**config.mk**
```make
export PLATFORM = sky130hd
export DESIGN_NAME = ifu
export DESIGN_NICKNAME = d
export VERILOG_FILES = /design/src/rtl/ifu_pkg.sv /design/src/rtl/ifu.sv
export SDC_FILE = /design/constraint.sdc
export NUM_CORES = 1
export LEC_CHECK = 0
export ABC_AREA = 1
export BUFFER_PORTS_ARGS = -buffer_cell sky130_fd_sc_hd__buf_2
export CORE_AREA = 5 5 85 87
export DETAILED_ROUTE_END_ITERATION = 12
export DIE_AREA = 0 0 90 92
export PLACE_DENSITY_LB_ADDON = 0.1
export SLEW_MARGIN = 10
export SYNTH_ARGS = -nofsm -noshare
export SYNTH_HDL_FRONTEND = slang
export SYNTH_SLANG_ARGS = --single-unit
```
**constraint.sdc**
```tcl
create_clock -name clk -period 3.26 [get_ports clk]
set_input_delay 0.652 -clock clk [delete_from_list [all_inputs] [get_ports clk]]
set_output_delay 0.652 -clock clk [all_outputs]
set_load 0.01 [all_outputs]
```
**src/rtl/ifu_pkg.sv**
```systemverilog
// Shared widths, reset PC and fetch-unit state encoding for the instruction fetch unit.
package ifu_pkg;

  localparam int unsigned CPU_WIDTH       = 32;
  localparam int unsigned INST_WIDTH      = 32;
  localparam int unsigned IFU_STATE_WIDTH = 2;

  localparam logic [CPU_WIDTH-1:0] RESET_PC_DEFAULT = 32'h0000_0000;

  typedef enum logic [IFU_STATE_WIDTH-1:0] {
    IFU_S_REQ  = 2'd0,
    IFU_S_WAIT = 2'd1,
    IFU_S_HOLD = 2'd2,
    IFU_S_HALT = 2'd3
  } ifu_state_e;

  // A PC is usable only when word aligned.
  function automatic logic pc_misaligned(input logic [CPU_WIDTH-1:0] pc);
    return pc[1:0] != 2'b00;
  endfunction

endpackage

```
**src/rtl/ifu.sv**
```systemverilog
// Instruction fetch unit: owns the PC, fetches one instruction per PC from imem
// and holds it for decode until consumed, then loads the externally computed next PC.
module ifu
  import ifu_pkg::*;
#(
  parameter logic [CPU_WIDTH-1:0] RESET_PC = RESET_PC_DEFAULT
) (
  input  logic                  clk,
  input  logic                  rst,
  input  logic [CPU_WIDTH-1:0]  next_pc,
  output logic [CPU_WIDTH-1:0]  curr_pc,
  output logic                  imem_req_valid,
  input  logic                  imem_req_ready,
  output logic [CPU_WIDTH-1:0]  imem_req_addr,
  input  logic                  imem_rsp_valid,
  input  logic [INST_WIDTH-1:0] imem_rsp_data,
  output logic                  inst_valid,
  input  logic                  inst_ready,
  output logic [INST_WIDTH-1:0] inst,
  output logic                  misalign
);

  ifu_state_e           state;
  logic [CPU_WIDTH-1:0] pc;

  // Request is a pure decode of the state register, so it never depends on inputs.
  assign imem_req_valid = (state == IFU_S_REQ);
  assign imem_req_addr  = pc;
  assign curr_pc        = pc;

  always_ff @(posedge clk) begin
    if (rst) begin
      state      <= IFU_S_REQ;
      pc         <= RESET_PC;
      inst       <= '0;
      inst_valid <= 1'b0;
      misalign   <= 1'b0;
    end else begin
      case (state)
        IFU_S_REQ: begin
          if (imem_req_ready) begin
            state <= IFU_S_WAIT;
          end
        end
        IFU_S_WAIT: begin
          if (imem_rsp_valid) begin
            inst       <= imem_rsp_data;
            inst_valid <= 1'b1;
            state      <= IFU_S_HOLD;
          end
        end
        IFU_S_HOLD: begin
          // Decode handshake: next PC is taken verbatim; a misaligned one stops fetching.
          if (inst_ready) begin
            pc         <= next_pc;
            inst_valid <= 1'b0;
            if (pc_misaligned(next_pc)) begin
              misalign <= 1'b1;
              state    <= IFU_S_HALT;
            end else begin
              state    <= IFU_S_REQ;
            end
          end
        end
        IFU_S_HALT: begin
          state <= IFU_S_HALT;
        end
      endcase
    end
  end

endmodule

```
== Word level (Yosys, flattened, before mapping) ==
Index checks and enable logic that the tools add are counted.
Operators by class
  eq/ne operators: 6
  reduce and logical (&&, ||, !) cells: 8
  mux-type cells: 8
Operators by type and width (count)
  3-bit AND reduction: 3
  2-bit two-way mux: 4
  2-bit one-hot mux with 4 select lines: 1
  2-bit equality test, second input constant: 2
  2-bit != test, second input constant: 2
  2-bit AND reduction: 2
  2-bit nonzero test: 2
  2-bit by 1-bit equality test with 1-bit output, second input constant: 1
  2-bit zero test: 1
  1-bit two-way mux: 2
  2-bit by 1-bit != test with 1-bit output, second input constant: 1
  1-bit one-hot mux with 2 select lines: 1
Word-level totals
  bits of input ports: 69
  bits in registers: 68
  word-level logic and storage cells: 27
  output and inout bits: 99

== Depth between registers and ports, before layout ==
Gate-level depths: netlist (run 1).
  depth after elaboration: 4
  depth in mapped cells: 8
  depth with buffers taken out: 6

== Worst setup path after synthesis (run 1) ==
No wires, ideal clock.
  path type: input port to flip-flop
  start: in rst
  end: reg pc[17], in the netlist curr_pc[17]
  setup time: 132 ps
  slack: 1868 ps
  stages on the path: 4
  required time: 3128 ps
  arrival: 1260 ps
  buffers on the path: 3
  path through: buf_2 -> buf_2 -> clkbuf_1 -> a21oi_1
RTL lines
  from (decl): RTL line ifu.sv:9  | input logic rst,
  to (signal assigned): RTL line ifu.sv:55  | pc <= next_pc;
  to (decl): RTL line ifu.sv:24  | logic [CPU_WIDTH-1:0] pc;
No word-level cell between the ends.

== Worst setup path after layout (run 1) ==
  start: reg state[1]
  end: reg inst[14]
On the way
  word-level cells in the longest chain between the ends: 2
RTL lines
  from (decl): RTL line ifu.sv:23  | ifu_state_e state;
  from (signal assigned): RTL line ifu.sv:33  | state <= IFU_S_REQ;
  from (signal assigned): RTL line ifu.sv:42  | state <= IFU_S_WAIT;
  from (signal assigned): RTL line ifu.sv:49  | state <= IFU_S_HOLD;
  2-bit by 1-bit equality test with 1-bit output: RTL line ifu.sv:39  | case (state)
  2-bit AND reduction (no line)
  to (signal assigned): RTL line ifu.sv:47  | inst <= imem_rsp_data;
  to (decl): RTL line ifu.sv:19  | output logic [INST_WIDTH-1:0] inst,
Every way passes these cells.
A chain may end at the register's enable or synchronous reset.

==> impl_results.md, run 1 <==
* Final WL at 7630 um
* Buffer count from post-CTS setup fixing at 0
* Post-route ant nets at 0
* Yosys reg bits at 68
* GRT overflow at 0
* Register area share after synthesis at 48.6%
* Num CTS Buffers at 9
* Core Box Area at 0.00628 sq mm
* Gpl congestion at 0.748
* Max Buffers Root-to-Sink at 2
* Routed via count at 2,734
* Std cell rows at 29
* DRC Markers at 0
* Port-buffer cells at 167
* Max Freq at 0.506 GHz
* Final net count at 542
* Non-filler instance count after layout at 555
* Final Hold Viols at 0
* Most common cell after layout, fill and taps aside: buf_2
* Initial DRC count at 73
* Reg clk slew, reported paths at 0.07 ns
* Clk Latency, worst-skew pair at 0.34 ns
* Synthesized instance count at 352
* First-pass GRT wire length at 12,300 um
* WP data required at 3.44 ns
* Syn Std Cell Area at 0.00280 sq mm
* CTS Root Cell: clkbuf_8
* Largest net degree at the start of global routing at 44
* Avg Synthesized Cell Area at 7.96 sq um
* Die Width at 90 um
* Setup TNS at 0 ns
* DP Area at 0.00337 sq mm
* Arrival time at the worst endpoint at 2.16 ns
* Max-slew headroom at 45.7%
* Synth cell types at 19
* Hold Crit Class: reg2reg
* VDD IR max at 0.351 mV
* Final setup skew at 0.00707 ns
* Die H at 92 um
* Final-report setup violation count at 0
* Status: completed
* Starting Density at 44.6%
* Pwr Total at 0.00214 W
* Placed insts at 539
* Post-cts sizing count at 0
* Most frequent cells in the layout: buf_2, nand2_1, dfxtp_1
* Max-slew violations at 0
* Crit start category: flip-flop
* Area grow syn2layout at 27.3%
* DIE AREA at 0.00828 sq mm
* Antenna violations before repair at 0
* Hold buffer count at CTS at 0
* Pre-antenna DRT Iters at 5
* Routed vias/inst at 4.93
* Routed WL per cell at 13.8 um
* LEAKAGE at 1.74 nW
* Antenna Cells at 0
* Kind of critical path: reg2reg
* Worst-margin pin slew at 0.814 ns
* CTS tree: built
* CP Capture Type: flip-flop
* GRT Total Usage at 17.7%
* PwrDens at 600 mW/mm^2
* Final worst path period share at 60.7%
* Crit path max fanout at 35
* Ports at 168
* MaxCap Viol Count at 0
* Vias in the first global route at 2,678
* Fin crit period at 1.98 ns
* Layout cells sized above 1 at 40.2%
* RSZ-0062 raised after global routing: false
* CTS sink cnt at 68
* Detail Placement HPWL at 5330 um
* Design area at 0.00356 sq mm
* Max H-tree Level at 3
* Syn. warnings at 0
* Mapped Nets at 421
[final timing paths]
kind / start / endpoint / slack [ns] / cells past startpoint
setup / recovery: state[1] / inst[14] / 1.28 / 4
hold / removal: inst_valid / inst_valid / 0.46 / 2
setup reg to reg: state[1] / inst[14] / 1.28 / 4
hold reg to reg: inst_valid / inst_valid / 0.46 / 2
[power breakdown]
part | switching (W) | internal [W] | total [W] | leakage (nW)
sequential | 0.0000488 | 0.000909 | 0.000958 | 0.552
clock | 0.000319 | 0.000348 | 0.000668 | 0.0910
combinational | 0.000326 | 0.000186 | 0.000512 | 1.10
total | 0.000695 | 0.00144 | 0.00214 | 1.74
[synth_stat cells]
cell type | number | area [sq um]
buf_2 | 6 | 30.0
nand4_1 | 32 | 200
dfxtp_1 | 68 | 1360
nand3_2 | 1 | 10.0
nor2_1 | 4 | 15.0
buf_6 | 1 | 11.3
nand2_1 | 106 | 398
nor3_1 | 1 | 5.00
nand3_1 | 2 | 10.0
o21bai_1 | 1 | 7.51
nand3b_1 | 1 | 7.51
buf_4 | 41 | 308
nand2_4 | 1 | 11.3
nor2_8 | 1 | 20.0
buf_1 | 2 | 7.51
clkbuf_1 | 10 | 37.5
a21oi_1 | 66 | 330
inv_2 | 3 | 11.3
inv_1 | 5 | 18.8
[flip-flops by register name, summed over array words and instances, names as in the netlist]
register and flops:
curr_pc 32, inst 32, inst_valid 1, misalign 1, state 2
[worst max-delay path: stages (launching register included)]
cell,delay (ns)
dfxtp_1,0.38
inv_2,0.45
nand3_2,0.68
nand2_1,0.22
a21oi_1,0.09
[area by class of cell]
cell class                      instances  area [sq um]
Sequential cell                        68          1360
Clock buffer                            9           124
Clock inverter                          7          67.6
Fill cell                             636          2710
Timing Repair Buffer                  170           871
Inverter                                8          30.0
Tap cell                               77          96.3
Multi-Input combinational cell        216          1010
[metrics by stage]
| stage | worst slack, ns | hold WS, ns | util, % |
|---|---|---|---|
| 5_1_grt | 1.07 | 0.489 | 56.8 |
| 3_3_place_gp | 1.26 | 0.444 | 53.7 |
| 4_1_cts | 1.24 | 0.465 | 56.8 |
| 3_5_place_dp | 1.25 | 0.453 | 53.7 |
| 2_1_floorplan | 1.87 | 0.483 | - |
| 6_report | 1.28 | 0.462 | 56.8 |
[cell families after synthesis]
family                 count (synthesis)  share of synthesized area (%)
AO/OA/AOI/OAI                         67                           12.1
buffers and inverters                 68                           15.1
flip-flops                            68                           48.6
AND/OR/NAND/NOR                      149                           24.2
[per-layer routing]
layer | vias to the layer above | wire (um) | global-route usage (%)
met1 | 1224 | 3040 | 18.8
met2 | 118 | 3690 | 31.8
met4 | 0 | 185 | 8.06
met3 | 16 | 718 | 5.97
met5 | - | 0 | 0
li1 | 1376 | - | -
Note: power is estimated with default switching activity, not from simulation.
==> inputs of run 2 (changes only) <==
--- a/config.mk
+++ b/config.mk
@@ -5,11 +5,11 @@
 export SDC_FILE = /design/constraint.sdc
 export NUM_CORES = 1
 export LEC_CHECK = 0
-export ABC_AREA = 1
+export ABC_AREA = 0
 export BUFFER_PORTS_ARGS = -buffer_cell sky130_fd_sc_hd__buf_2
-export CORE_AREA = 5 5 85 87
+export CORE_AREA = 5 5 90 92
 export DETAILED_ROUTE_END_ITERATION = 12
-export DIE_AREA = 0 0 90 92
+export DIE_AREA = 0 0 95 97
 export PLACE_DENSITY_LB_ADDON = 0.1
 export SLEW_MARGIN = 10
 export SYNTH_ARGS = -nofsm -noshare
==> constraint.sdc (replaced) <==
create_clock -name clk -period 1.8 [get_ports clk]
set_input_delay 0.36 -clock clk [delete_from_list [all_inputs] [get_ports clk]]
set_output_delay 0.36 -clock clk [all_outputs]
set_load 0.01 [all_outputs]
==> impl_results.md, run 2 <==
* First-pass GRT wire length at 10,900 um
* Post-synth EDFFs at 0
* Post-route ant nets at 0
* Final worst path period share at 75.0%
* PwrDens at 934 mW/mm^2
* Largest net degree at the start of global routing at 69
* WP data required at 1.44 ns
* Clk Latency, worst-skew pair at 0.33 ns
* Most frequent cells in the layout: buf_2, nand2_1, dfxtp_1
* Pre-antenna DRT Iters at 4
* CTS tree: built
* Mapped Nets at 402
* Final setup skew at 0.00937 ns
* Area leader, netlist: dfxtp_1
* CP cell instances: nor2_1 -> buf_2
* Max Freq at 0.741 GHz
* Hold buffer count at CTS at 0
* Starting Density at 38.3%
* Max H-tree Level at 3
* DIE AREA at 0.00922 sq mm
* Crit path launch: state[1]
* Worst setup endpoint: imem_req_valid
* Core Box Area at 0.00714 sq mm
* Yosys reg bits at 68
* Max incr delay on CP at 0.45 ns
* Fillers at 790
* Port-buffer cells at 167
* Max Buffers Root-to-Sink at 2
* CTS sink cnt at 68
* Arrival time at the worst endpoint at 0.99 ns
* Synth cell count leaders: nand2_1, dfxtp_1, a21oi_1
* Final-report setup violation count at 0
* Status: completed
* Worst-case reg-to-reg path depth at 4
* Synth area leaders: dfxtp_1, nand2_1, a21oi_1
* Layout cells sized above 1 at 43.3%
* FF+latch area at 0.00136 sq mm
* Top cell type's share of synthesized area at 49.8%
* Die H at 97 um
* Final Hold Viols at 0
* R2r startpoint: state[0]
* Reg clk slew, reported paths at 0.08 ns
* Routed via count at 2,500
* Synth cell types at 17
* Fin Hold WS at 0.255 ns
* Post-cts sizing count at 0
* Vias in the first global route at 2,362
* Top FF cell, synth: dfxtp_1
* Most common cell in the synthesized netlist: nand2_1
* GRT overflow at 0
* Antenna Cells at 0
* Die Width at 95 um
* VDD IR max at 0.551 mV
* GRT Total Usage at 14.9%
* Worst-margin pin slew at 0.354 ns
* DRC Markers at 0
* Detail Placement HPWL at 4930 um
* Max-slew violations at 0
* Most common cell after layout, fill and taps aside: buf_2
* Routed WL per cell at 12.3 um
* Synthesized instance count at 333
* Antenna violations before repair at 0
* Crit start category: flip-flop
* Multi-input logic area at 953 sq um
* Routed vias/inst at 4.42
* Syn. warnings at 0
* Reg2reg end: inst[30]
* Area grow syn2layout at 29.9%
* R2r setup slk at 0.49 ns
* CTS Root Cell: clkbuf_8
* Buffer count from post-CTS setup fixing at 0
* Setup TNS at 0 ns
* Asr flop ratio synth at 0%
* Std cell rows at 31
* RSZ-0062 raised after global routing: false
* Gpl congestion at 0.708
* Register area share after synthesis at 49.8%
* Kind of critical path: reg2out
* Final net count at 530
* LEAKAGE at 1.71 nW
* Num CTS Buffers at 9
* Ports at 168
* MaxCap Viol Count at 0
* Syn Std Cell Area at 0.00274 sq mm
* Crit path max fanout at 8
* Avg Synthesized Cell Area at 8.21 sq um
* Final WL at 6960 um
* Hold Crit Class: in2reg
* CP Capture Type: output port
* Initial DRC count at 39
* CP max-delay cell: dfxtp_1
* Max-slew headroom at 76.4%
* Fin crit period at 1.35 ns
==> run 2: cell types whose count changed after synthesis, sizes merged, moves of 2 or more <==
cell    delta
nand4     -32
a21oi      +3
or2        +2
nand3      -3
inv        -8
clkbuf     -5
and3b      +2
nand2     +22
nor2       -2
==> run 2: cell type report <==
class / instances / share of cell area (%)
well taps: 99 / 3.49
multi-input cells: 210 / 26.8
repair buffers: 172 / 25.3
flip-flops and latches: 68 / 38.3
clock inverters: 5 / 2.11
clock buffers: 11 / 3.98
==> run 2: through the flow <==
stage | utilization [%] | area [sq um] | total power (W) | setup slack, ns | std cells
6_report | 49.8 | 3550 | 0.00332 | 0.451 | 565
5_1_grt | 49.8 | 3550 | 0.00350 | 0.345 | 565
4_1_cts | 49.8 | 3550 | 0.00338 | 0.426 | 565
3_5_place_dp | 46.8 | 3340 | 0.00201 | 0.503 | 549
3_3_place_gp | 46.8 | 3340 | 0.00200 | 0.532 | 549
2_1_floorplan | - | 2740 | 0.00187 | 0.685 | 333
==> run 2: logic make-up after synthesis <==
logic type / count (synthesis) / share of synthesized area, %
AO/OA/AOI/OAI: 71 / 14.7
AND/OR/NAND/NOR: 139 / 20.1
flip-flops: 68 / 49.8
buffers and inverters: 55 / 15.4
==> run 2: routing by layer <==
| layer | GRT usage [%] | vias to the layer above | part of all wire [%] |
|---|---|---|---|
| met2 | 24.8 | 104 | 47 |
| li1 | - | 1282 | - |
| met4 | 6.99 | 0 | 1.9 |
| met3 | 6.52 | 12 | 12 |
| met5 | 0 | - | 0 |
| met1 | 16.0 | 1102 | 39 |
==> run 2: report_power, final <==
part           switching, W  internal [W]
clock              0.000540      0.000811
sequential        0.0000354       0.00156
combinational      0.000205      0.000163
==> run 2: worst max-delay path: cells and delay by family, from the launching register on <==
kind	cells	cell delay [ns]
DFF	1	0.45
and+or+nand+nor	1	0.07
buffers and inverters	1	0.14
==> run 2: worst min path at each step <==
| stage | depth (start not counted) | endpoint | slack (ns) | start |
|---|---|---|---|---|
| 2_1_floorplan | 2 | inst[10] | 0.48 | inst[10] |
| 3_3_place_gp | 2 | inst[11] | 0.44 | inst[11] |
| 3_5_place_dp | 2 | inst[26] | 0.44 | inst[26] |
| 4_1_cts | 3 | curr_pc[8] | 0.24 | next_pc[8] |
| 5_1_grt | 3 | curr_pc[8] | 0.24 | next_pc[8] |
| 6_report | 3 | curr_pc[10] | 0.25 | next_pc[10] |
==> inputs of run 3 (changes only) <==
==> constraint.sdc (replaced) <==
create_clock -name clk -period 1.2 [get_ports clk]
set_input_delay 0.24 -clock clk [delete_from_list [all_inputs] [get_ports clk]]
set_output_delay 0.24 -clock clk [all_outputs]
set_load 0.01 [all_outputs]
==> impl_results.md, run 3 (synthesis results as in run 2) <==
* Reg2reg end: inst[18]
* Final WL at 7650 um
* Crit path launch: state[1]
* Flop pwr share at 49.9%
* MaxCap Viol Count at 0
* R2r startpoint: state[1]
* Switching Share at 24.9%
* Non-filler instance count after layout at 574
* Arrival time at the worst endpoint at 1.49 ns
* Ports at 168
* Worst-case reg-to-reg path depth at 5
* Worst-margin pin slew at 0.248 ns
* Worst Slack Setup Final at -0.0323 ns
* Fillers at 752
* LEAKAGE at 1.82 nW
* Internal Power at 0.00361 W
* Initial DRC count at 32
* Placed insts at 553
* Gpl congestion at 0.676
* Starting Density at 38.3%
* Routed WL per cell at 13.3 um
* Num CTS Buffers at 9
* Die Width at 95 um
* DRC Markers at 0
* Crit path max fanout at 14
* CTS sink cnt at 68
* WP data required at 1.46 ns
* Final-report setup violation count at 19
* Area grow syn2layout at 40.6%
* Max Buffers Root-to-Sink at 2
* CTS Root Cell: clkbuf_8
* Final Util at 53.9%
* Final net count at 541
* Max-slew headroom at 83.5%
* Port-buffer cells at 167
* Most common cell after layout, fill and taps aside: buf_2
* R2r setup slk at -0.03 ns
* Hold buffer count at CTS at 0
* Crit start category: flip-flop
* DP Area at 0.00340 sq mm
* Pwr Total at 0.00481 W
* Design area at 0.00385 sq mm
* Routed vias/inst at 4.50
* GRT Total Usage at 15.4%
* Clk Latency, worst-skew pair at 0.33 ns
* Placement Setup Slack at 0.0491 ns
* Detail Placement HPWL at 5130 um
* Worst setup endpoint: inst[18]
* Clock share of power at 35.6%
* CP Capture Type: flip-flop
* Post-route ant nets at 0
* VDD IR max at 0.735 mV
* Largest net degree at the start of global routing at 41
* Max Freq at 0.812 GHz
* Final worst path period share at 103%
* Sw Pwr at 0.00120 W
* Status: finished with violations
* Core Box Area at 0.00714 sq mm
* Std cell rows at 31
* Most frequent cells in the layout: buf_2, nand2_1, dfxtp_1
* Fin crit period at 1.23 ns
* GRT overflow at 0
* PwrDens at 1250 mW/mm^2
* Hold Crit Class: in2reg
* Routed via count at 2,582
* RSZ-0062 raised after global routing: true
* Die H at 97 um
* Reg clk slew, reported paths at 0.07 ns
* Antenna Cells at 0
* CTS tree: built
* First-pass GRT wire length at 11,400 um
* Final Hold Viols at 0
* Max-slew violations at 0
* Final setup skew at 0.00696 ns
* Kind of critical path: reg2reg
* Max H-tree Level at 3
* Pre-antenna DRT Iters at 4
* DIE AREA at 0.00922 sq mm
* Vias in the first global route at 2,354
* Layout cells sized above 1 at 52.2%
* Violated checks: setup timing
* Logic pwr share at 14.5%
* Antenna violations before repair at 0
run 3: cell count changes in the layout (fill, tap and decap cells not counted), moves of 3 or more:
cell       before  now
buf_6           0    4
nand2_4         0    3
nand2_2         0   14
buf_12          2    5
clkbuf_16       0    4
a21oi_1        57   41
nand2_1       129  112
a21oi_2        12   28
run 3: how the worst min path moves through the flow:
stage                       from           to  slack [ns]  cells past startpoint
2_1_floorplan  imem_rsp_data[10]     inst[10]        0.38                      2
3_3_place_gp            inst[12]     inst[12]        0.44                      2
3_5_place_dp             inst[7]      inst[7]        0.45                      2
4_1_cts               next_pc[6]   curr_pc[6]        0.12                      3
5_1_grt              next_pc[22]  curr_pc[22]        0.11                      3
6_report        imem_rsp_data[6]      inst[6]        0.14                      3
run 3: power by group through the flow:
stage	Sequential [W]	Combinational (W)	Clock [W]
6_report	0.00240	0.000696	0.00171
5_1_grt	0.00241	0.000760	0.00190
4_1_cts	0.00240	0.000618	0.00179
3_5_place_dp	0.00245	0.000594	0
3_3_place_gp	0.00244	0.000589	0
2_1_floorplan	0.00248	0.000318	0
run 3: metal layers:
| metal | part of all wire [%] | global-route usage [%] | routed length, um | vias to the layer above |
|---|---|---|---|---|
| li1 | - | - | - | 1305 |
| met1 | 40 | 17.8 | 3090 | 1172 |
| met2 | 49 | 24.9 | 3720 | 95 |
| met3 | 9.8 | 6.21 | 753 | 10 |
| met4 | 1.2 | 6.66 | 90 | 0 |
| met5 | 0 | 0 | 0 | - |
run 3: cell type report:
type / instances / area [sq um] / share of cell area (%)
flip-flops and latches: 68 / 1360 / 35.5
repair buffers: 183 / 1110 / 28.8
multi-input cells: 210 / 1080 / 28.1
well taps: 99 / 124 / 3.22
clock inverters: 3 / 40.0 / 1.04
clock buffers: 11 / 131 / 3.42
run 3: what timing repair did:
action                                 in CTS  in global routing
pin swaps                                   1                  9
setup buffers                               2                  0
gates resized for setup                     6                 39
endpoints found under the hold margin       0                  0
setup endpoints to repair                   1                 45
gates cloned                                0                  5
run 3: worst max-delay path, stage by stage (launching register included):
cell and delay [ns]:
dfxtp_2 0.33, buf_6 0.12, and3b_2 0.34, clkbuf_16 0.20, nand2_1 0.05, a21oi_1 0.12
run 3: per-stage QoR:
stage | TNS (ns) | hold slack, ns
3_3_place_gp | 0 | 0.439
2_1_floorplan | 0 | 0.376
5_1_grt | -3.22 | 0.115
6_report | -0.329 | 0.141
3_5_place_dp | 0 | 0.446
4_1_cts | -0.0145 | 0.119
